### src/rtl/tpu_skew_feeder_pkg.sv
// Shared types and default sizing for the systolic operand feeder.
// Operand words are opaque bit patterns and are never interpreted.
package tpu_pkg;
  localparam int BITS_AB = 32;
  localparam int DIM     = 8;

  typedef enum logic [1:0] {IDLE, STREAM, FLUSH} feeder_state_t;
  typedef logic [BITS_AB-1:0] operand_t;
endpackage

### src/rtl/tpu_skew_feeder_if.sv
// Host write port and array-side outputs of the skew feeder.
// The master side is the host/array, the slave side is the feeder.
interface tpu_skew_feeder_if #(
  parameter int DIM     = tpu_pkg::DIM,
  parameter int BITS_AB = tpu_pkg::BITS_AB
);
  logic                   in_valid;
  logic                   in_ready;
  logic [DIM*BITS_AB-1:0] in_vec;
  logic                   start;
  logic                   start_err;
  logic [DIM*BITS_AB-1:0] a_out;
  logic                   mac_en;
  logic                   busy;
  logic                   done;

  modport master (
    output in_valid, in_vec, start,
    input  in_ready, start_err, a_out, mac_en, busy, done
  );

  modport slave (
    input  in_valid, in_vec, start,
    output in_ready, start_err, a_out, mac_en, busy, done
  );
endinterface

### src/rtl/tpu_skew_lane.sv
// One row of the diagonal wavefront: picks vector[t-R][R] when in range, else 0.
// Purely combinational; the caller registers the result.
module tpu_skew_lane #(
  parameter int DIM     = 8,
  parameter int BITS_AB = 32,
  parameter int R       = 0,
  parameter int TW      = 4
) (
  input  logic [TW-1:0]      t,
  input  logic [BITS_AB-1:0] col [DIM],
  output logic [BITS_AB-1:0] a
);
  always_comb begin
    a = '0;
    for (int k = 0; k < DIM; k++) begin
      if (int'(t) == R + k) a = col[k];
    end
  end
endmodule

### src/rtl/tpu_skew_feeder.sv
// Buffers DIM operand vectors, then streams them skewed by row plus a flush tail.
// Outputs are registered; in_ready stalls the host while streaming.
module tpu_skew_feeder #(
  parameter int BITS_AB = tpu_pkg::BITS_AB,
  parameter int DIM     = tpu_pkg::DIM
) (
  input logic               clk,
  input logic               rst_n,
  tpu_skew_feeder_if.slave  io
);
  import tpu_pkg::*;

  localparam int TW = $clog2(2*DIM-1);
  localparam int FW = $clog2(DIM);
  localparam int CW = $clog2(DIM+1);

  feeder_state_t state_q, state_d;
  logic [TW-1:0] t_q, t_d;
  logic [FW-1:0] f_q, f_d;
  logic [CW-1:0] cnt_q, cnt_d;

  logic [BITS_AB-1:0]     vbuf [DIM][DIM];
  logic [BITS_AB-1:0]     lane_a [DIM];
  logic [DIM*BITS_AB-1:0] a_d, a_q;
  logic                   in_rdy, wr_en, start_bad;
  logic                   done_q, err_q;

  always_comb begin
    state_d   = state_q;
    t_d       = t_q;
    f_d       = f_q;
    cnt_d     = cnt_q;
    in_rdy    = (state_q == IDLE) && (cnt_q < CW'(DIM));
    wr_en     = in_rdy && io.in_valid;
    // Start is judged on the pre-write count, so a same-cycle final write loses.
    start_bad = (state_q == IDLE) && io.start && (cnt_q != CW'(DIM));
    case (state_q)
      IDLE: begin
        if (wr_en) cnt_d = cnt_q + CW'(1);
        if (io.start && cnt_q == CW'(DIM)) begin
          state_d = STREAM;
          t_d     = '0;
        end
      end
      STREAM: begin
        if (t_q == TW'(2*DIM-2)) begin
          state_d = FLUSH;
          f_d     = '0;
        end else begin
          t_d = t_q + TW'(1);
        end
      end
      FLUSH: begin
        if (f_q == FW'(DIM-2)) begin
          state_d = IDLE;
          cnt_d   = '0;
        end else begin
          f_d = f_q + FW'(1);
        end
      end
      default: state_d = IDLE;
    endcase
  end

  for (genvar r = 0; r < DIM; r++) begin : g_lane
    logic [BITS_AB-1:0] col [DIM];
    for (genvar k = 0; k < DIM; k++) begin : g_col
      assign col[k] = vbuf[k][r];
    end
    tpu_skew_lane #(.DIM(DIM), .BITS_AB(BITS_AB), .R(r), .TW(TW)) u_lane (
      .t   (t_d),
      .col (col),
      .a   (lane_a[r])
    );
  end

  // Lanes look at the next step so the registered a_out lines up with state.
  always_comb begin
    a_d = '0;
    if (state_d == STREAM) begin
      for (int r = 0; r < DIM; r++) a_d[r*BITS_AB +: BITS_AB] = lane_a[r];
    end
  end

  always_ff @(posedge clk or negedge rst_n) begin
    if (!rst_n) begin
      state_q <= IDLE;
      t_q     <= '0;
      f_q     <= '0;
      cnt_q   <= '0;
      a_q     <= '0;
      done_q  <= 1'b0;
      err_q   <= 1'b0;
    end else begin
      state_q <= state_d;
      t_q     <= t_d;
      f_q     <= f_d;
      cnt_q   <= cnt_d;
      a_q     <= a_d;
      done_q  <= (state_q == FLUSH) && (state_d == IDLE);
      err_q   <= start_bad;
    end
  end

  always_ff @(posedge clk) begin
    if (wr_en) begin
      for (int k = 0; k < DIM; k++) begin
        if (cnt_q == CW'(k)) begin
          for (int r = 0; r < DIM; r++) vbuf[k][r] <= io.in_vec[r*BITS_AB +: BITS_AB];
        end
      end
    end
  end

  assign io.in_ready  = in_rdy;
  assign io.start_err = err_q;
  assign io.a_out     = a_q;
  assign io.mac_en    = (state_q != IDLE);
  assign io.busy      = (state_q != IDLE);
  assign io.done      = done_q;
endmodule

### src/flat_wrapper.sv
// flat-port wrapper written by rule: the top's interface ports become plain ports
module tpu_skew_feeder_flat import tpu_pkg::*;
#(
  parameter int BITS_AB = tpu_pkg::BITS_AB,
  parameter int DIM     = tpu_pkg::DIM
)
  (clk, rst_n, io_in_valid, io_in_vec, io_start, io_in_ready, io_start_err, io_a_out, io_mac_en, io_busy, io_done);
  tpu_skew_feeder_if #(.DIM(DIM), .BITS_AB(BITS_AB)) io_i ();
  input logic clk;
  input logic rst_n;
  input wire logic [$bits(io_i.in_valid)-1:0] io_in_valid;
  input wire logic [$bits(io_i.in_vec)-1:0] io_in_vec;
  input wire logic [$bits(io_i.start)-1:0] io_start;
  output wire logic [$bits(io_i.in_ready)-1:0] io_in_ready;
  output wire logic [$bits(io_i.start_err)-1:0] io_start_err;
  output wire logic [$bits(io_i.a_out)-1:0] io_a_out;
  output wire logic [$bits(io_i.mac_en)-1:0] io_mac_en;
  output wire logic [$bits(io_i.busy)-1:0] io_busy;
  output wire logic [$bits(io_i.done)-1:0] io_done;
  assign io_i.in_valid = io_in_valid;
  assign io_i.in_vec = io_in_vec;
  assign io_i.start = io_start;
  assign io_in_ready = io_i.in_ready;
  assign io_start_err = io_i.start_err;
  assign io_a_out = io_i.a_out;
  assign io_mac_en = io_i.mac_en;
  assign io_busy = io_i.busy;
  assign io_done = io_i.done;
  tpu_skew_feeder #(.BITS_AB(BITS_AB), .DIM(DIM)) u_core (.clk(clk), .rst_n(rst_n), .io(io_i));
endmodule
### config.mk
export PLATFORM = sky130hd
export DESIGN_NAME = tpu_skew_feeder_flat
export DESIGN_NICKNAME = d
export VERILOG_FILES = /design/src/rtl/tpu_skew_feeder_pkg.sv /design/src/rtl/tpu_skew_feeder_if.sv /design/src/rtl/tpu_skew_lane.sv /design/src/rtl/tpu_skew_feeder.sv /design/src/flat_wrapper.sv
export SDC_FILE = /design/constraint.sdc
export NUM_CORES = 2
export LEC_CHECK = 0
export CORE_ASPECT_RATIO = 0.7
export CORE_MARGIN = 5
export CORE_UTILIZATION = 30
export DETAILED_ROUTE_END_ITERATION = 7
export HOLD_SLACK_MARGIN = 0.02
export MAX_ROUTING_LAYER = met4
export PLACE_DENSITY = 0.52
export SLEW_MARGIN = 20
export SYNTH_ARGS = -nofsm -noshare
export SYNTH_HDL_FRONTEND = slang
export SYNTH_SLANG_ARGS = --single-unit
### constraint.sdc
create_clock -name clk -period 7.05 [get_ports clk]
set_input_delay 2.115 -clock clk [delete_from_list [all_inputs] [get_ports clk]]
set_output_delay 2.115 -clock clk [all_outputs]
set_load 0.1 [all_outputs]
After elaboration in Yosys (flattened, before gate mapping)
Memory sizes are Yosys's and may differ from the RTL's.
Index checks and enable logic that the tools add are counted.

storage, ports and cells
  bits in registers = 271
  RAM bits = 2048
  output and inout bits = 261
  word-level logic and storage cells = 189
  memories = 1

memory list
  memory       depth  bits a word  rd ports  clocked after Yosys merged registers in  wr ports  RTL line               text
  u_core.vbuf  8      256          8         0                                        1         tpu_skew_feeder.sv:22  logic [BITS_AB-1:0] vbuf [DIM][DIM];

operators by class
  $add $sub $neg = 3
  order comparisons = 1
  eq/ne operators = 32
  muxes and demuxes = 123
  reductions and logical operators = 22

operators by type and width
  kind                                                                     count
  256-bit 2-to-1 mux                                                       8
  32-bit 2-to-1 mux                                                        64
  256-bit OR reduction                                                     7
  4-bit equality test, second input constant                               10
  4-bit by 3-bit equality test with 1-bit output, second input constant    8
  1-bit 2-to-1 mux                                                         31
  3-bit 2-to-1 mux                                                         9
  4-bit by 2-bit equality test with 1-bit output, second input constant    4
  4-bit 2-to-1 mux                                                         4
  4-bit one-hot mux with 2 select lines                                    2
  4-bit by 1-bit adder with 4-bit output, second input constant            2
  4-bit zero test                                                          2
  1-bit logical AND                                                        6
  2-bit 2-to-1 mux                                                         3
  2-bit by 1-bit inequality test with 1-bit output, second input constant  3
  2-bit one-hot mux with 3 select lines                                    1
  3-bit one-hot mux with 2 select lines                                    1
  3-bit AND reduction                                                      2
  2-bit nonzero test                                                       3
  2-bit by 1-bit equality test with 1-bit output, second input constant    2
  4-bit by 1-bit equality test with 1-bit output, second input constant    1
  2-bit zero test                                                          2
  4-bit < comparator, second input constant                                1
  4-bit inequality test, second input constant                             1
  other kinds (4)                                                          4

Longest topological paths before layout
  depth after elaboration = 14
  gate-level depth with buffers = 13
  gate-level depth less buffers = 9

Hierarchy
From an unflattened synthesis, not the netlist that was laid out.

unflattened totals
  cell total of the unflattened synthesis = 5450
  area total of the unflattened synthesis = 90549.3 sq um

by module, submodules not included
  module                                    times used  cells an instance  area an instance (sq um)
  tpu_skew_feeder                           1           2674               70619.0
  tpu_skew_lane at u_core.g_lane[7].u_lane  1           414                2672.6
  tpu_skew_lane at u_core.g_lane[5].u_lane  1           383                2667.6
  tpu_skew_lane at u_core.g_lane[3].u_lane  1           416                2658.8
  tpu_skew_lane at u_core.g_lane[4].u_lane  1           347                2576.2
  tpu_skew_lane at u_core.g_lane[6].u_lane  1           335                2418.6
  tpu_skew_lane at u_core.g_lane[0].u_lane  1           240                2376.0
  tpu_skew_lane at u_core.g_lane[1].u_lane  1           345                2352.3
  tpu_skew_lane at u_core.g_lane[2].u_lane  1           296                2208.4

Worst setup path after synthesis
Ideal clock, no wire load.

  kind = register -> register
  start = reg u_core.state_q[0]
  end = mem u_core.vbuf[0][0] in the netlist's numbering (enable)
  library setup time = 0.651 ns
  arrival = 8.782 ns
  path slack = -2.382 ns
  cell stages (with the launch flop) = 9
  buffers on the path = 2
  clock period less this slack = 9.432 ns
  cells stage by stage = dfrtp_1 > inv_1 > ha_1 > buf_2 > inv_2 > nor2_1 > and2_1 > clkbuf_1 > and3_1

between the ends
  word-level cells in the longest chain between the ends = 13
  elaborated cells between the ends (all ways) = 40
  those cells by class = mux: 30; reduce/logical: 10

RTL lines
  item                                                                                        RTL line                text
  start, declared                                                                             tpu_skew_feeder.sv:17   feeder_state_t state_q, state_d;
  start signal, assigned                                                                      tpu_skew_feeder.sv:95   state_q <= state_d;
  2-bit zero test *                                                                           tpu_skew_feeder.sv:33   in_rdy = (state_q == IDLE) && (cnt_q < CW'(DIM));
  1-bit logical AND *                                                                         tpu_skew_feeder.sv:33
  net io_in_ready                                                                             flat_wrapper.sv:14      output wire logic [$bits(io_i.in_ready)-1:0] io_in_ready;
  1-bit logical AND *                                                                         tpu_skew_feeder.sv:34   wr_en = in_rdy && io.in_valid;
  1-bit 2-to-1 mux                                                                            tpu_skew_feeder.sv:106  if (wr_en) begin
  1-bit 2-to-1 mux (not written as such)                                                      tpu_skew_feeder.sv:109  for (int r = 0; r < DIM; r++) vbuf[k][r] <= io.in_vec[r*BITS_AB +: BITS_AB];
  256-bit OR reduction (no source line)                                                       -
  3-bit 2-to-1 mux (no source line) / 1-bit 2-to-1 mux (equally long branches) (7 in series)  -
  end, declared                                                                               tpu_skew_feeder.sv:22

The timed path passes the listed nets; every way through them passes the cells marked *.

Worst setup path in the final report
  start = reg u_core.state_q[0]
  end = out io_in_ready

between the ends
  word-level cells in the longest chain between the ends = 2

RTL lines
  item               RTL line
  2-bit zero test    tpu_skew_feeder.sv:33
  1-bit logical AND  tpu_skew_feeder.sv:33
  end, declared      flat_wrapper.sv:14

Every way passes these cells.

==> PnR_summary.wiki <==
{| class="wikitable"
! Metric !! Value
|-
| Slew Limit Fails || 0
|-
| Detailed-route wire length per cell || between 20 and 30 um
|-
| CTS buffer count || 226
|-
| Yosys top cell area share || about three quarters
|-
| Mean instance size in the synthesized netlist || 18.2 sq um
|-
| Proportion of synthesized chip area in sequential cells || roughly 82%
|-
| All-layer global routing usage || between 15 and 20%
|-
| Gate family responsible for the most delay along the worst path || buffers and inverters
|-
| Launch point of the worst reg-to-reg path || u_core.t_q[0]
|-
| Initial core utilization || 30.1%
|-
| Utilization of the core after routing || between 30 and 40%
|-
| Proportion of power drawn by flip-flops and latches || a little under two fifths
|-
| Final setup viols || 0
|-
| Number of synthesis warnings || 0
|-
| Source of the worst hold timing path || u_core.vbuf[0][540]
|-
| Internal power component || 0.0267 W
|-
| Worst flop-to-flop path endpoint || u_core.io.a_out[85]
|-
| First-pass detailed-route iteration total || 8
|-
| Final count of hold timing violations || 0
|-
| End of the worst hold path || u_core.io.a_out[252]
|-
| Number of H-tree levels || 4
|-
| Count of different cell masters after synthesis || between 70 and 80
|-
| Sink Count || 2319
|-
| Starting DRT DRC Count || 5011
|-
| R2r worst-path depth || 10
|-
| Number of antenna violations at the first check in global routing || 48
|-
| Standard cell with the maximum stage delay on the critical path || sky130_fd_sc_hd__clkdlybuf4s50_1
|-
| Gp weighted congestion || 0.760
|-
| Total nets after synthesis || roughly 4800
|-
| Crit Path Category || flip-flop to primary output
|-
| Total power of the final layout || 0.0424 W
|-
| Number of synthesized flops with an enable pin || 2048
|-
| Area occupied by multi-input gates || approximately 13000 sq um
|-
| Worst endpoint required time || 4.93 ns
|-
| IO Pins || between 500 and 600
|-
| Clock latency of the later-clocked register in the worst-skew pair || 0.88 ns
|-
| Static Leakage || 31.7 nW
|-
| Gate count after technology mapping || 4564
|-
| Launching element type of the critical path || flip-flop
|-
| Count of unresolved DRC violations after routing || 0
|-
| Clock skew after layout || about 0.074 ns
|-
| First-pass GRT wire length || approximately 360 mm
|-
| Number of buffers and inverters on the critical path || 3
|-
| Core area || 275000 sq um
|-
| Number of nets in the layout || about 5400
|-
| Largest fanout on the critical path || 18
|-
| Proportion of power drawn by combinational gates || 33.8%
|-
| Maximum clock path buffer count || 4
|-
| Via Count || around 47000
|-
| CTS tree || built
|-
| Number of global-route vias before repair || between 40000 and 50000
|-
| Growth of design area from synthesis to finish || 21.5%
|-
| Total standard cell area after synthesis || 82800 sq um
|-
| Total routed wirelength || 254 mm
|-
| Critical path's largest stage delay || 1.23 ns
|-
| Proportion of layout cells with a drive suffix above 1 || 10.9%
|-
| Max Clk Rate || 165 MHz
|-
| Outcome || finished, final reports clean
|-
| Smallest hold slack || 0.486 ns
|-
| Clock root buffer || sky130_fd_sc_hd__clkbuf_16
|-
| Maximum vdd ir drop || 0.335 mV
|-
| Top area cells in the synthesized netlist || sky130_fd_sc_hd__edfxtp_1, sky130_fd_sc_hd__dfrtp_1, sky130_fd_sc_hd__a22oi_1
|-
| Minimum setup slack in the final design || 0.980 ns
|-
| Worst-case register-to-register setup slack || ~2.4 ns
|-
| Most frequent cells in the layout || sky130_fd_sc_hd__edfxtp_1, sky130_fd_sc_hd__clkdlybuf4s50_1, sky130_fd_sc_hd__dfrtp_1
|-
| Reg clk slew, reported paths || 0.06 ns
|-
| Core Rows || 161
|-
| Switch Pwr || 0.0156 W
|-
| Estimated wirelength of the detail-placed design || 140 mm
|-
| Share of total power consumed by net switching || 36.9%
|-
| Clock power share || around 28%
|-
| Cells on Worst Hold Path || 2
|-
| Worst-case headroom to the max-slew limit || 21.3%
|-
| Fillers || 25400
|-
| Worst Path Arrival || slightly below 4 ns
|-
| Critical path endpoint category || primary output
|-
| Chip Height || 450 um
|-
| Post-place setup slack || 1.11 ns
|-
| Post-CTS resize count || 0
|-
| Detail Route Antenna Nets || 0
|-
| Crit share post-route || between 80% and 90%
|-
| Asr flop ratio synth || approximately an eighth
|-
| Class of the worst hold path || flip-flop to flip-flop
|-
| Number of maximum-capacitance violations || 0
|-
| Vias per cell || 5.22
|-
| Unrepaired setup endpoints after global routing || false
|-
| Hold-fix buffers, CTS || 0
|-
| Cell-by-cell listing of the critical path || inv_1, ha_1, inv_2, nor2_1, clkdlybuf4s50_1
|-
| Fin crit period || ~6.1 ns
|-
| Buffers on Ports || 520
|-
| Largest net degree at the start of global routing || 117
|-
| Cell area power density || between 400 and 500 nW/um^2
|-
| Placed instance count || 8596
|-
| Congestion Overflow GR || 0
|-
| Largest area contributor in the synthesized netlist || sky130_fd_sc_hd__edfxtp_1
|-
| FF+latch count, synth || 2319
|-
| Worst-Margin Slew || 1.18 ns
|-
| Register cell area after layout || 68300 sq um
|-
| Die area || about 290000 sq um
|-
| Most frequent standard cell in the layout excluding fill and tap cells || sky130_fd_sc_hd__edfxtp_1
|-
| Die outline width || 638 um
|-
| Buffers inserted by post-CTS timing repair || 0
|-
| Dominant synthesized flop cell || sky130_fd_sc_hd__edfxtp_1
|-
| Final non-filler cell total || 9042
|}
## sequential cells by signal (all words and copies together), names as in the netlist
name,cells
u_core.cnt_q,4
u_core.state_q,2
u_core.io.a_out,256
u_core.io.done,1
u_core.vbuf,2048
u_core.t_q,4
u_core.io.start_err,1
u_core.f_q,3
## synth_stat cells, drive strengths merged, types with 31 or more instances
cell	number
clkbuf	166
o22ai	157
o21ai	115
and3	98
o211ai	37
a221o	38
nor3	55
dfrtp	271
a21oi	112
o221ai	78
a31oi	72
edfxtp	2048
o32ai	31
a31o	33
a21o	51
nand2	198
o21a	42
buf	151
nand4	33
a221oi	80
nor2	116
a22oi	255
or3	32
a222oi	181
## metal layers
layer	up-vias	track usage, %	routed length [um]
met3	349	3.16	17700
li1	20200	-	-
met1	24800	23.6	109000
met5	-	-	0
met2	1831	27.7	122000
met4	0	4.75	5900
## logic make-up (layout without fill, tap and decap cells)
group,count (synthesis),after routing,share of synthesized area [%]
simple gates,570,570,3.34
buf+inv,328,1109,1.75
mux,3,3,0.0362
other cells,0,30,0
flops,2319,2319,82.4
fa+ha+maj,12,12,0.181
compound gates,1332,1332,12.3
## metrics by stage
step | cell area [sq um] | TNS [ns]
final | 101000 | 0
after global routing | 101000 | 0
after CTS | 101000 | 0
after detailed placement | 93400 | 0
after global placement | 93400 | 0
after floorplan | 82800 | -1828.58
## power by group through the flow
stage	Clock (W)	Sequential, W	Combinational, W
floorplan	0	0.0190	0.00653
global placement	0	0.0165	0.0144
detailed placement	0	0.0165	0.0144
CTS	0.0122	0.0162	0.0145
global route	0.0128	0.0162	0.0152
finish	0.0119	0.0162	0.0143
## worst min-delay path, stage by stage (launching register included)
cell and delay, ns:
sky130_fd_sc_hd__edfxtp_1 0.33, sky130_fd_sc_hd__a21oi_1 0.06, sky130_fd_sc_hd__a21oi_1 0.11
## cell type report
type	instances	share of cell area, %
diodes	30	0.0746
clock buffers	314	6.16
clock inverters	102	0.992
inverters	11	0.0410
multi-input cells	1917	13.3
flip-flops and latches	2319	67.9
well taps	3667	4.56
repair buffers	682	7.05
## worst max path at each step
| stage | start | end | slack, ns | depth (start not counted) |
|---|---|---|---|---|
| 2_1_floorplan | u_core.state_q[0] | u_core.vbuf[1][1000] | -2.38 | 8 |
| 3_3_place_gp | io_start | u_core.io.a_out[213] | 1.04 | 9 |
| 3_5_place_dp | io_start | u_core.io.a_out[213] | 1.11 | 9 |
| 4_1_cts | u_core.state_q[0] | io_in_ready | 0.84 | 5 |
| 5_1_grt | u_core.state_q[0] | io_in_ready | 0.72 | 5 |
| 6_report | u_core.state_q[0] | io_in_ready | 0.98 | 5 |
Power figures use the tool's default switching activity.
